`src/rtl/ps2_tx.sv`:
```
`default_nettype none
// ============================================================================
// Module   : ps2_tx
// Purpose  : Device-side PS/2 transmitter; buffers scan-code bytes in a FIFO
//            and serialises each as an 11-bit frame with a generated clock.
// Revision : 1.0
// ============================================================================
module ps2_tx #(
  parameter int CLK_DIV    = 8,
  parameter int GAP_CYCLES = 16,
  parameter int ADDR_WIDTH = 3
) (
  input  logic                clk,
  input  logic                rst,
  input  logic [7:0]          in_data,
  input  logic                in_valid,
  output logic                in_ready,
  input  logic                inhibit,
  output logic                ps2_clk,
  output logic                ps2_data,
  output logic                busy,
  output logic                frame_done,
  output logic [ADDR_WIDTH:0] count
);

  localparam int c_depth   = 1 << ADDR_WIDTH;
  localparam int c_cnt_max = (CLK_DIV > GAP_CYCLES) ? CLK_DIV : GAP_CYCLES;
  localparam int c_cnt_w   = $clog2(c_cnt_max + 1);

  localparam logic [c_cnt_w-1:0]    c_half_last = c_cnt_w'(CLK_DIV - 1);
  localparam logic [c_cnt_w-1:0]    c_gap_last  = c_cnt_w'(GAP_CYCLES - 1);
  localparam logic [c_cnt_w-1:0]    c_cnt_one   = c_cnt_w'(1);
  localparam logic [3:0]            c_stop_idx  = 4'd10;
  localparam logic [ADDR_WIDTH-1:0] c_ptr_one   = ADDR_WIDTH'(1);
  localparam logic [ADDR_WIDTH:0]   c_occ_one   = (ADDR_WIDTH+1)'(1);
  localparam logic [ADDR_WIDTH:0]   c_occ_full  = (ADDR_WIDTH+1)'(c_depth);

  typedef enum logic [1:0] {
    S_IDLE = 2'd0,
    S_HIGH = 2'd1,
    S_LOW  = 2'd2,
    S_GAP  = 2'd3
  } state_t;

  // ---------------------------------------------------------------- FIFO
  logic [7:0]            mem_q [c_depth];
  logic [ADDR_WIDTH-1:0] wr_ptr_q, wr_ptr_d;
  logic [ADDR_WIDTH-1:0] rd_ptr_q, rd_ptr_d;
  logic [ADDR_WIDTH:0]   count_q, count_d;
  logic                  w_push;
  logic                  w_pop;
  logic [7:0]            w_head;

  assign in_ready = (count_q != c_occ_full);
  assign w_push   = in_valid && in_ready;
  assign w_head   = mem_q[rd_ptr_q];
  assign count    = count_q;

  always_comb begin
    wr_ptr_d = wr_ptr_q;
    rd_ptr_d = rd_ptr_q;
    count_d  = count_q;
    if (w_push) wr_ptr_d = wr_ptr_q + c_ptr_one;
    if (w_pop)  rd_ptr_d = rd_ptr_q + c_ptr_one;
    case ({w_push, w_pop})
      2'b10:   count_d = count_q + c_occ_one;
      2'b01:   count_d = count_q - c_occ_one;
      default: count_d = count_q;
    endcase
  end

  always_ff @(posedge clk) begin
    if (w_push) mem_q[wr_ptr_q] <= in_data;
  end

  always_ff @(posedge clk or negedge rst) begin
    if (!rst) begin
      wr_ptr_q <= '0;
      rd_ptr_q <= '0;
      count_q  <= '0;
    end else begin
      wr_ptr_q <= wr_ptr_d;
      rd_ptr_q <= rd_ptr_d;
      count_q  <= count_d;
    end
  end

  // ---------------------------------------------------------- serialiser
  state_t             state_q;
  logic [c_cnt_w-1:0] div_q;
  logic [3:0]         bit_q;
  logic               ps2_clk_q;
  logic               ps2_data_q;
  logic               busy_q;
  logic               frame_done_q;

  logic [10:0] w_frame;
  logic [3:0]  w_next_idx;
  logic        w_start;
  logic        w_abort;

  // The head byte stays in the FIFO until the stop bit completes, so an
  // aborted frame can simply be restarted from the same entry.
  assign w_frame    = {1'b1, ~^w_head, w_head, 1'b0};
  assign w_next_idx = bit_q + 4'd1;
  assign w_start    = (count_q != '0) && !inhibit;
  assign w_abort    = inhibit && (bit_q != c_stop_idx);
  assign w_pop      = (state_q == S_LOW) && (div_q == c_half_last) &&
                      (bit_q == c_stop_idx);

  always_ff @(posedge clk or negedge rst) begin
    if (!rst) begin
      state_q      <= S_IDLE;
      div_q        <= '0;
      bit_q        <= '0;
      ps2_clk_q    <= 1'b1;
      ps2_data_q   <= 1'b1;
      busy_q       <= 1'b0;
      frame_done_q <= 1'b0;
    end else begin
      frame_done_q <= 1'b0;
      if ((state_q == S_HIGH || state_q == S_LOW) && w_abort) begin
        state_q    <= S_GAP;
        div_q      <= '0;
        bit_q      <= '0;
        ps2_clk_q  <= 1'b1;
        ps2_data_q <= 1'b1;
      end else begin
        case (state_q)
          S_IDLE: begin
            if (w_start) begin
              state_q    <= S_HIGH;
              div_q      <= '0;
              bit_q      <= '0;
              ps2_data_q <= w_frame[0];
              busy_q     <= 1'b1;
            end
          end
          S_HIGH: begin
            if (div_q == c_half_last) begin
              state_q   <= S_LOW;
              div_q     <= '0;
              ps2_clk_q <= 1'b0;
            end else begin
              div_q <= div_q + c_cnt_one;
            end
          end
          S_LOW: begin
            if (div_q == c_half_last) begin
              div_q     <= '0;
              ps2_clk_q <= 1'b1;
              if (bit_q == c_stop_idx) begin
                state_q      <= S_GAP;
                bit_q        <= '0;
                ps2_data_q   <= 1'b1;
                frame_done_q <= 1'b1;
              end else begin
                state_q    <= S_HIGH;
                bit_q      <= w_next_idx;
                ps2_data_q <= w_frame[w_next_idx];
              end
            end else begin
              div_q <= div_q + c_cnt_one;
            end
          end
          S_GAP: begin
            if (div_q == c_gap_last) begin
              div_q <= '0;
              // Chain straight into a pending frame so back-to-back bytes are
              // separated by exactly GAP_CYCLES and busy never dips.
              if (w_start) begin
                state_q    <= S_HIGH;
                bit_q      <= '0;
                ps2_data_q <= w_frame[0];
              end else begin
                state_q <= S_IDLE;
                busy_q  <= 1'b0;
              end
            end else begin
              div_q <= div_q + c_cnt_one;
            end
          end
          default: state_q <= S_IDLE;
        endcase
      end
    end
  end

  assign ps2_clk    = ps2_clk_q;
  assign ps2_data   = ps2_data_q;
  assign busy       = busy_q;
  assign frame_done = frame_done_q;

endmodule
`default_nettype wire

```
`config.mk`:
```
export PLATFORM = sky130hd
export DESIGN_NAME = ps2_tx
export DESIGN_NICKNAME = d
export VERILOG_FILES = /design/src/rtl/ps2_tx.sv
export SDC_FILE = /design/constraint.sdc
export NUM_CORES = 1
export LEC_CHECK = 0
export BUFFER_PORTS_ARGS = -buffer_cell sky130_fd_sc_hd__buf_2
export CAP_MARGIN = 20
export CORE_MARGIN = 8
export CORE_UTILIZATION = 40
export DETAILED_ROUTE_END_ITERATION = 8
export MAX_ROUTING_LAYER = met4
export PLACE_DENSITY_LB_ADDON = 0.25
export SYNTH_ARGS = -nofsm -noshare
export SYNTH_HDL_FRONTEND = slang
export SYNTH_SLANG_ARGS = --single-unit
export TNS_END_PERCENT = 20
```
`constraint.sdc`:
```
create_clock -name clk -period 2.5 [get_ports clk]
set_input_delay 0.25 -clock clk [delete_from_list [all_inputs] [get_ports clk]]
set_output_delay 0.25 -clock clk [all_outputs]
set_load 0.02 [all_outputs]
```
==> results of run 1 <==
==> state kept, by name, summed over array words and instances (netlist names) <==
register / count
bit_q: 4
ps2_data: 1
div_q: 5
rd_ptr_q: 3
state_q: 2
ps2_clk: 1
wr_ptr_q: 3
busy: 1
mem_q: 64
count: 4
frame_done: 1
==> power breakdown <==
group	internal, mW	switching [mW]	leakage [nW]
Combinational	0.586	0.842	0.939
Clock	0.693	0.593	0.141
Sequential	1.88	0.204	0.900
==> kinds of logic (layout without fill, tap and decap cells) <==
family                     Yosys count  in the layout
AOI/OAI and AO/OA                   47             47
xor gates and xnor gates            38             38
adders and majority gates           15             15
buffers and inverters               25             72
DFF                                 89             89
muxes                               32             32
and+or+nand+nor                    100            100
==> per-stage QoR <==
stage	setup slack (ns)	util
floorplan	0.1183	-
global placement	0.1776	0.4375
detailed placement	0.05057	0.4375
CTS	0.04549	0.4635
global route	0.01028	0.4661
finish	0.1647	0.4661
==> metal layers <==
layer	vias up	track usage	routed length, um
met2	34	0.2130	4407
met1	1421	0.1643	4245
met5	-	-	0
met4	0	0.05941	146
met3	10	0.02990	279
li1	1391	-	-
==> worst max-delay path by stage <==
stage,startpoint,to,slack (ns)
2_1_floorplan,div_q[0],count[3],0.12
3_3_place_gp,div_q[0],count[3],0.18
3_5_place_dp,div_q[0],count[3],0.05
4_1_cts,div_q[0],count[3],0.05
5_1_grt,div_q[1],count[3],0.01
6_report,div_q[0],count[3],0.16
==> worst max-delay path: cells and delay by family (launching register included) <==
family	cells	cell delay, ns
compound gates	2	0.33
xor+xnor	2	0.26
fa+ha+maj	3	0.62
flops	1	0.41
simple gates	4	0.61
==> final cells by class <==
type	instances	area (sq um)	share of cell area
sequential	89	2550	0.4854
multi-input combinational	232	1917	0.3648
timing repair buffer	43	275.3	0.05239
clock buffer	9	225.2	0.04287
tap	143	178.9	0.03406
clock inverter	7	58.81	0.01119
inverter	13	48.80	0.009288
==> cells in the final DEF (no fill, tap or decap), types with 9 or more instances in the layout <==
| cell | count |
|---|---|
| sky130_fd_sc_hd__o22ai_1 | 9 |
| sky130_fd_sc_hd__nand2_1 | 23 |
| sky130_fd_sc_hd__edfxtp_1 | 64 |
| sky130_fd_sc_hd__xor2_1 | 30 |
| sky130_fd_sc_hd__inv_1 | 11 |
| sky130_fd_sc_hd__mux4_2 | 15 |
| sky130_fd_sc_hd__mux2i_1 | 14 |
| sky130_fd_sc_hd__buf_4 | 22 |
| sky130_fd_sc_hd__dfrtp_1 | 23 |
| sky130_fd_sc_hd__buf_2 | 20 |
| sky130_fd_sc_hd__nor2_1 | 20 |
| sky130_fd_sc_hd__ha_1 | 12 |
| sky130_fd_sc_hd__clkbuf_16 | 9 |
| sky130_fd_sc_hd__nand3_1 | 10 |
==> repair_timing <==
item,4_1_cts,5_1_grt
buffers inserted,0,1
setup endpoints to repair,0,1
hold endpoints to repair,23,0
hold buffers,1,0
gates resized for setup,0,6
==> results.json, run 1 <==
{
  "outcome": "complete, no violations",
  "detail_route.wirelength_mm": 9.079,
  "clk_path_buf_depth": 2,
  "start_util": 0.4046,
  "worst_clock_skew_ns": 0.007651,
  "grt_max_degree": 26,
  "synth_enable_flop_cells": 64,
  "worst_path_largest_cell_delay_ns": 0.41,
  "cellPowerDensity_mw_per_mm2": 913.4,
  "area_share_of_the_leading_cell_type_in_the_synthesized_netlist": 0.4214,
  "final_global_route_overflow_total": 0,
  "tightest_slew_ns": 0.7022,
  "seq_area_frac_synth": 0.5591,
  "setup-violations-final": 0,
  "top_level_ports": 21,
  "nets": 415,
  "max_transition_viols_final": 0,
  "final_hold_viol_count": 0,
  "timing.hold.ws_ns": 0.1699,
  "overall_power_of_the_completed_layout_mw": 4.799,
  "drt_pass_1_iters": 4,
  "placementRows": 39,
  "clkSinkCount": 89,
  "cts_made_buffers": 9,
  "root_buffer": "sky130_fd_sc_hd__clkbuf_16",
  "irDropWorstVdd_v": 0.0004584,
  "post_synth_mux_area_share": 0.1122,
  "worstSetupEndpointType": "register",
  "synthesis.area_per_instance_sq_um": 13.18,
  "fin_crit_sh": 0.9341,
  "max_clock_freq_ghz": 0.4282,
  "synth_compound_gate_area_share": 0.06804,
  "postSynthNetCount": 373,
  "worstReg2RegStart": "div_q[0]",
  "hp-start": "in_data[3]",
  "period_minus_slack_ns": 2.335,
  "syn_area_sq_mm": 0.004561,
  "worst_hold_path_endpoint": "mem_q[4][3]",
  "min_delay_path_depth": 1,
  "synthMostInstantiatedCell": "sky130_fd_sc_hd__edfxtp_1",
  "finalWeightedCongestion": 0.7869,
  "synthAdderAreaFrac": 0.04280,
  "largest_family_of_logic_cells_by_synthesized_area": "simple AND/OR/NAND/NOR gates",
  "synth-main-ff-cell": "sky130_fd_sc_hd__edfxtp_1",
  "worst_hold_path_type": "in2reg",
  "dpl.hpwl_mm": 6.520,
  "synth_xor_area_frac": 0.07298,
  "synth.area.top_cells": "sky130_fd_sc_hd__edfxtp_1 42%, sky130_fd_sc_hd__dfrtp_1 13%, sky130_fd_sc_hd__mux4_2 7.4%, sky130_fd_sc_hd__xor2_1 5.8%, sky130_fd_sc_hd__ha_1 3.8%",
  "setup.worst_path.class": "reg2reg",
  "timing.max_cap.violations": 0,
  "first_global_vias": 2920,
  "rr_endpoint": "count[3]",
  "final_cell_count_no_fill": 536,
  "timing.setup.tns_ns": 0,
  "die_y_extent_um": 122.8,
  "cts_tree": "yes",
  "n_fill_cell": 1013,
  "ys_seq_elements": 89,
  "synth_commonest_cells": "64 x sky130_fd_sc_hd__edfxtp_1, 30 x sky130_fd_sc_hd__xor2_1, 23 x sky130_fd_sc_hd__dfrtp_1, 23 x sky130_fd_sc_hd__nand2_1, 21 x sky130_fd_sc_hd__nor2_1",
  "iter_0_drt_violations": 130,
  "drc_errors": 0,
  "viasPerCell": 5.328,
  "port_buffers": 20,
  "wire_per_inst_um": 16.94,
  "post_synth_and_or_nand_nor_area_fraction": 0.1196,
  "synthArstFlopShare": 0.2809,
  "clock_tree.htree_level_count": 3,
  "antennaDiodeCount": 0,
  "die_width_um": 122.8,
  "die-area_sq_mm": 0.01507,
  "synthesis.instances": 346,
  "grt_setup_unrepaired": "false",
  "routed-via-count": 2856,
  "critical_path_required_ns": 2.73,
  "synth.lib_cells_used.distinct": 53,
  "slew_headroom": 0.5276,
  "yosys.area.top_type": "sky130_fd_sc_hd__edfxtp_1",
  "placed_cells": 518,
  "syn2layout_area_growth_pct": 15.20,
  "worst_setup_slack_for_register_to_register_paths_ns": 0.16,
  "proportion_of_layout_cells_with_a_drive_suffix_above_1": 0.2214,
  "rr_worst_depth": 11,
  "path_max_fanout": 5,
  "ant_nets": 0,
  "design_area_final_sq_mm": 0.005254,
  "synth-warning-count": 0,
  "wire_length_of_the_first_global_routing_pass_mm": 14.92,
  "placement_cell_area_sq_mm": 0.004931,
  "clkSlewWorstSetupHoldPaths_ns": 0.07,
  "path_cells": "ha_4 > and4bb_2 > nand2_1 > nor2_2 > ha_2 > ha_1 > a21o_1 > a21oi_2 > xnor2_1 > nor2_1 > xor2_1",
  "grt_antenna_before_repair": 0,
  "leakage_nw": 1.980,
  "cp-start-kind": "register",
  "design.core.area_sq_mm": 0.01127,
  "grtUsageTotal": 0.1354,
  "clk_latency_ns": 0.34,
  "critical_path.slowest_cell": "sky130_fd_sc_hd__dfrtp_1",
  "worstPathArrival_ns": 2.57
}
Note: power is estimated with default switching activity, not from simulation.
==> inputs of run 2 (changes only) <==
==> constraint.sdc (replaced) <==
create_clock -name clk -period 2.15 [get_ports clk]
set_input_delay 0.215 -clock clk [delete_from_list [all_inputs] [get_ports clk]]
set_output_delay 0.215 -clock clk [all_outputs]
set_load 0.02 [all_outputs]
==> results.json, run 2 (synthesis gave the netlist of run 1 again) <==
{
  "outcome": "complete, no violations",
  "top_level_ports": 21,
  "placed_cells": 532,
  "grt_setup_unrepaired": "true",
  "routed-via-count": 2877,
  "root_buffer": "sky130_fd_sc_hd__clkbuf_16",
  "max_clock_freq_ghz": 0.4713,
  "slew_headroom": 0.3833,
  "worstSetupEndpointType": "register",
  "design.core.area_sq_mm": 0.01127,
  "proportion_of_layout_cells_with_a_drive_suffix_above_1": 0.2703,
  "start_util": 0.4046,
  "met1Wirelength_mm": 4.249,
  "leading_registers_by_flop_count": "mem_q x64, div_q x5",
  "drt_pass_1_iters": 4,
  "n_fill_cell": 949,
  "wire_length_of_the_first_global_routing_pass_mm": 15.29,
  "final-seq-area_sq_mm": 0.002552,
  "detail_route.wirelength_mm": 9.293,
  "syn2layout_area_growth_pct": 20.33,
  "max_transition_viols_final": 0,
  "routed-wl-met3_um": 275,
  "irDropWorstVdd_v": 0.0006998,
  "layout_common_cells": "64 x sky130_fd_sc_hd__edfxtp_1, 33 x sky130_fd_sc_hd__buf_4, 30 x sky130_fd_sc_hd__xor2_1",
  "timing.max_cap.violations": 0,
  "setup-violations-final": 0,
  "leakage_nw": 2.071,
  "worstPathArrival_ns": 2.39,
  "port_buffers": 20,
  "design_area_final_sq_mm": 0.005488,
  "final_global_route_overflow_total": 0,
  "grt_antenna_before_repair": 0,
  "die_width_um": 122.8,
  "clkSinkCount": 89,
  "grtUsageTotal": 0.1371,
  "clkSlewWorstSetupHoldPaths_ns": 0.06,
  "cp-start-kind": "register",
  "cpLargestDelayFamily": "adder cells",
  "finalWeightedCongestion": 0.8080,
  "worst_path_largest_cell_delay_ns": 0.38,
  "largest_register_ff_count": 64,
  "placement_cell_area_sq_mm": 0.005104,
  "ant_nets": 0,
  "timing.critical_path.buf_inv": 2,
  "viasPerCell": 5.231,
  "tightest_slew_ns": 0.9217,
  "path_max_fanout": 3,
  "drc_errors": 0,
  "cts_made_buffers": 9,
  "clk_latency_ns": 0.34,
  "iter_0_drt_violations": 167,
  "cts_tree": "yes",
  "wire_per_inst_um": 16.90,
  "max_flop_register": "mem_q",
  "dpl.hpwl_mm": 6.830,
  "placementRows": 39,
  "worst_hold_path_type": "in2reg",
  "grt_max_degree": 27,
  "final_cell_count_no_fill": 550,
  "clk_path_buf_depth": 2,
  "overall_power_of_the_completed_layout_mw": 5.970,
  "critical_path.slowest_cell": "sky130_fd_sc_hd__fa_1",
  "maxUsedRoutingLayer": "met4",
  "multi_input_area_sq_mm": 0.001969,
  "path_cells": "ha_2 > and4bb_1 > nand2_2 > nor2_4 > ha_4 > buf_4 > inv_1 > fa_1 > xor2_1 > o21ai_1",
  "final_hold_viol_count": 0,
  "setup.worst_path.class": "reg2reg",
  "die_y_extent_um": 122.8,
  "period_minus_slack_ns": 2.122,
  "met2_wirelength_mm": 4.545,
  "timing.setup.tns_ns": 0,
  "layout.cells.most_common": "sky130_fd_sc_hd__edfxtp_1",
  "cellPowerDensity_mw_per_mm2": 1088,
  "fin_crit_sh": 0.9869,
  "clock_tree.htree_level_count": 3,
  "nets": 429,
  "antennaDiodeCount": 0,
  "worst_clock_skew_ns": 0.002198,
  "critical_path_required_ns": 2.41,
  "first_global_vias": 3077,
  "die-area_sq_mm": 0.01507
}
[run 2: cell types whose count changed in the layout (fill, tap and decap cells not counted), sizes merged]
cell    before  now
bufinv       0    2
buf         42   56
inv         18   13
clkinv       2    5
[run 2: area by class of cell]
type                    count  area share
well taps                 143     0.03260
clock inverters             7     0.01733
inverters                  13    0.008892
repair buffers             57     0.07615
multi-input cells         232      0.3589
clock buffers               9     0.04104
flip-flops and latches     89      0.4651
[run 2: what timing repair did]
item	4_1_cts	5_1_grt
resized for setup	2	8
cloned	0	0
endpoints found under the hold margin	23	0
setup buffers	0	1
setup endpoints to repair	3	4
hold buffers	1	0
pin swaps	1	7
[run 2: path summary, 6_finish.rpt]
| kind | start | endpoint | slack (ns) | cells past startpoint |
|---|---|---|---|---|
| max reg2reg | div_q[1] | count[2] | 0.03 | 10 |
| min | in_data[4] | mem_q[5][4] | 0.15 | 1 |
| max | div_q[1] | count[2] | 0.03 | 10 |
| min in group asynchronous | rst | busy | 0.40 | 2 |
| min reg2reg | ps2_clk | ps2_clk | 0.50 | 2 |
| max in group asynchronous | rst | rd_ptr_q[1] | 1.33 | 2 |
[run 2: stage by stage]
step	hold slack, ns	setup slack (ns)	utilization
finish	0.1473	0.02814	0.4868
global route	0.1473	-0.05391	0.4868
global placement	0.2567	0.01159	0.4528
floorplan	-0.08059	-0.08565	-
detailed placement	0.2636	-0.03242	0.4528
CTS	0.1284	0.001599	0.4824
[run 2: per-layer routing]
metal	up-vias	track usage
li1	1417	-
met1	1394	0.1581
met2	49	0.2249
met3	17	0.02576
met4	0	0.06931
met5	-	-
[run 2: report_power, final]
| group | internal (mW) | switching (mW) |
|---|---|---|
| clock | 1.02 | 0.657 |
| sequential | 2.19 | 0.237 |
| combinational | 0.814 | 1.05 |
==> inputs of run 3 (changes only) <==
--- a/config.mk
+++ b/config.mk
@@ -11,7 +11,7 @@
 export CORE_UTILIZATION = 40
 export DETAILED_ROUTE_END_ITERATION = 8
 export MAX_ROUTING_LAYER = met4
-export PLACE_DENSITY_LB_ADDON = 0.25
+export PLACE_DENSITY = 0.57
 export SYNTH_ARGS = -nofsm -noshare
 export SYNTH_HDL_FRONTEND = slang
 export SYNTH_SLANG_ARGS = --single-unit
==> results.json, run 3 (synthesis gave the netlist of run 1 again) <==
{
  "n_fill_cell": 972,
  "wire_length_of_the_first_global_routing_pass_mm": 15.42,
  "worst_clock_skew_ns": 0.008836,
  "worst_hold_path_type": "in2reg",
  "die_width_um": 122.8,
  "max_clock_freq_ghz": 0.4739,
  "final_cell_count_no_fill": 549,
  "placed_cells": 530,
  "outcome": "complete, no violations",
  "grt_setup_unrepaired": "true",
  "timing.max_cap.violations": 0,
  "cellPowerDensity_mw_per_mm2": 1084,
  "worstPathArrival_ns": 2.34,
  "clkSinkCount": 89,
  "drt_pass_1_iters": 4,
  "cts_made_buffers": 9,
  "tightest_slew_ns": 0.9231,
  "ant_nets": 0,
  "timing.setup.tns_ns": 0,
  "grt_max_degree": 27,
  "max_flop_register": "mem_q",
  "die-area_sq_mm": 0.01507,
  "viasPerCell": 5.332,
  "final_global_route_overflow_total": 0,
  "routed-via-count": 2927,
  "leakage_nw": 2.054,
  "detail_route.wirelength_mm": 9.349,
  "antennaDiodeCount": 0,
  "drc_errors": 0,
  "worstSetupEndpointType": "register",
  "utilization": 0.4845,
  "clkSlewWorstSetupHoldPaths_ns": 0.07,
  "clk_latency_ns": 0.34,
  "port_buffers": 20,
  "largest_register_ff_count": 64,
  "cp-start-kind": "register",
  "period_minus_slack_ns": 2.110,
  "root_buffer": "sky130_fd_sc_hd__clkbuf_16",
  "start_util": 0.4046,
  "layout.cells.most_common": "sky130_fd_sc_hd__edfxtp_1",
  "top_level_ports": 21,
  "path_max_fanout": 3,
  "post-route-worst-setup-slack_ns": 0.03969,
  "wire_per_inst_um": 17.03,
  "max_transition_viols_final": 0,
  "design.core.area_sq_mm": 0.01127,
  "die_y_extent_um": 122.8,
  "nets": 428,
  "pre_cts_slack_ns": -0.05321,
  "layout_common_cells": "64 x sky130_fd_sc_hd__edfxtp_1, 32 x sky130_fd_sc_hd__buf_4, 30 x sky130_fd_sc_hd__xor2_1",
  "setup.worst_path.class": "reg2reg",
  "grt_antenna_before_repair": 0,
  "critical_path_required_ns": 2.38,
  "grtUsageTotal": 0.1376,
  "leading_registers_by_flop_count": "mem_q x64, div_q x5",
  "syn2layout_area_growth_pct": 19.75,
  "dpl.hpwl_mm": 6.835,
  "final_hold_viol_count": 0,
  "irDropWorstVdd_v": 0.0006611,
  "iter_0_drt_violations": 187,
  "proportion_of_layout_cells_with_a_drive_suffix_above_1": 0.2660,
  "cts_tree": "yes",
  "setup-violations-final": 0,
  "clock_tree.htree_level_count": 3,
  "slew_headroom": 0.3824,
  "clk_path_buf_depth": 2,
  "fin_crit_sh": 0.9815,
  "first_global_vias": 3065,
  "placementRows": 39,
  "finalWeightedCongestion": 0.8276
}
==> run 3: layout make-up <==
| cell class | count | area (sq um) | area share |
|---|---|---|---|
| inverters | 13 | 48.80 | 0.008935 |
| clock inverters | 7 | 93.84 | 0.01718 |
| well taps | 143 | 178.9 | 0.03276 |
| flip-flops and latches | 89 | 2554 | 0.4676 |
| repair buffers | 56 | 410.4 | 0.07514 |
| multi-input cells | 232 | 1951 | 0.3572 |
| clock buffers | 9 | 225.2 | 0.04124 |
==> run 3: routing by layer <==
layer | vias up | routed length [um] | global-route usage
met5 | - | 0 | -
met4 | 0 | 192 | 0.06626
met3 | 14 | 282 | 0.02668
met2 | 48 | 4654 | 0.2195
met1 | 1449 | 4219 | 0.1646
li1 | 1416 | - | -
==> run 3: critical path, stage by stage, from the launching register on <==
cell and delay [ns]:
sky130_fd_sc_hd__dfrtp_1 0.37, sky130_fd_sc_hd__ha_2 0.18, sky130_fd_sc_hd__and4bb_1 0.24, sky130_fd_sc_hd__nand2_2 0.08, sky130_fd_sc_hd__nor2_4 0.11, sky130_fd_sc_hd__ha_4 0.17, sky130_fd_sc_hd__ha_4 0.19, sky130_fd_sc_hd__a21o_1 0.16
sky130_fd_sc_hd__a21oi_2 0.13, sky130_fd_sc_hd__xnor2_1 0.14, sky130_fd_sc_hd__nor2_1 0.07, sky130_fd_sc_hd__xor2_1 0.14
==> run 3: final timing paths <==
kind	startpoint	slack [ns]	cells past startpoint	end
max reg2reg	div_q[1]	0.04	11	count[3]
min reg2reg	ps2_clk	0.50	2	ps2_clk
max	div_q[1]	0.04	11	count[3]
min in group asynchronous	rst	0.41	2	busy
max in group asynchronous	rst	1.32	2	count[1]
min	in_data[4]	0.14	1	mem_q[4][4]
==> run 3: report_power, final <==
group | switching, mW | internal (mW)
logic | 1.05 | 0.795
clock network | 0.646 | 1.02
registers | 0.225 | 2.19
total | 1.92 | 4.00
==> run 3: through the flow <==
| stage | hold WS, ns | total power [mW] | cell area (sq um) |
|---|---|---|---|
| after detailed placement | 0.2653 | 4.280 | 5089 |
| after global routing | 0.1383 | 6.285 | 5461 |
| after CTS | 0.1303 | 5.968 | 5449 |
| final | 0.1421 | 5.920 | 5461 |
| after floorplan | -0.08059 | 3.602 | 4591 |
| after global placement | 0.2604 | 4.228 | 5089 |
==> run 3: repair_timing <==
item / 4_1_cts / 5_1_grt
setup endpoints to repair: 1 / 6
resized for setup: 2 / 7
pin swaps: 8 / 3
endpoints found under the hold margin: 23 / 0
hold buffers: 1 / 0
setup buffers: 2 / 0
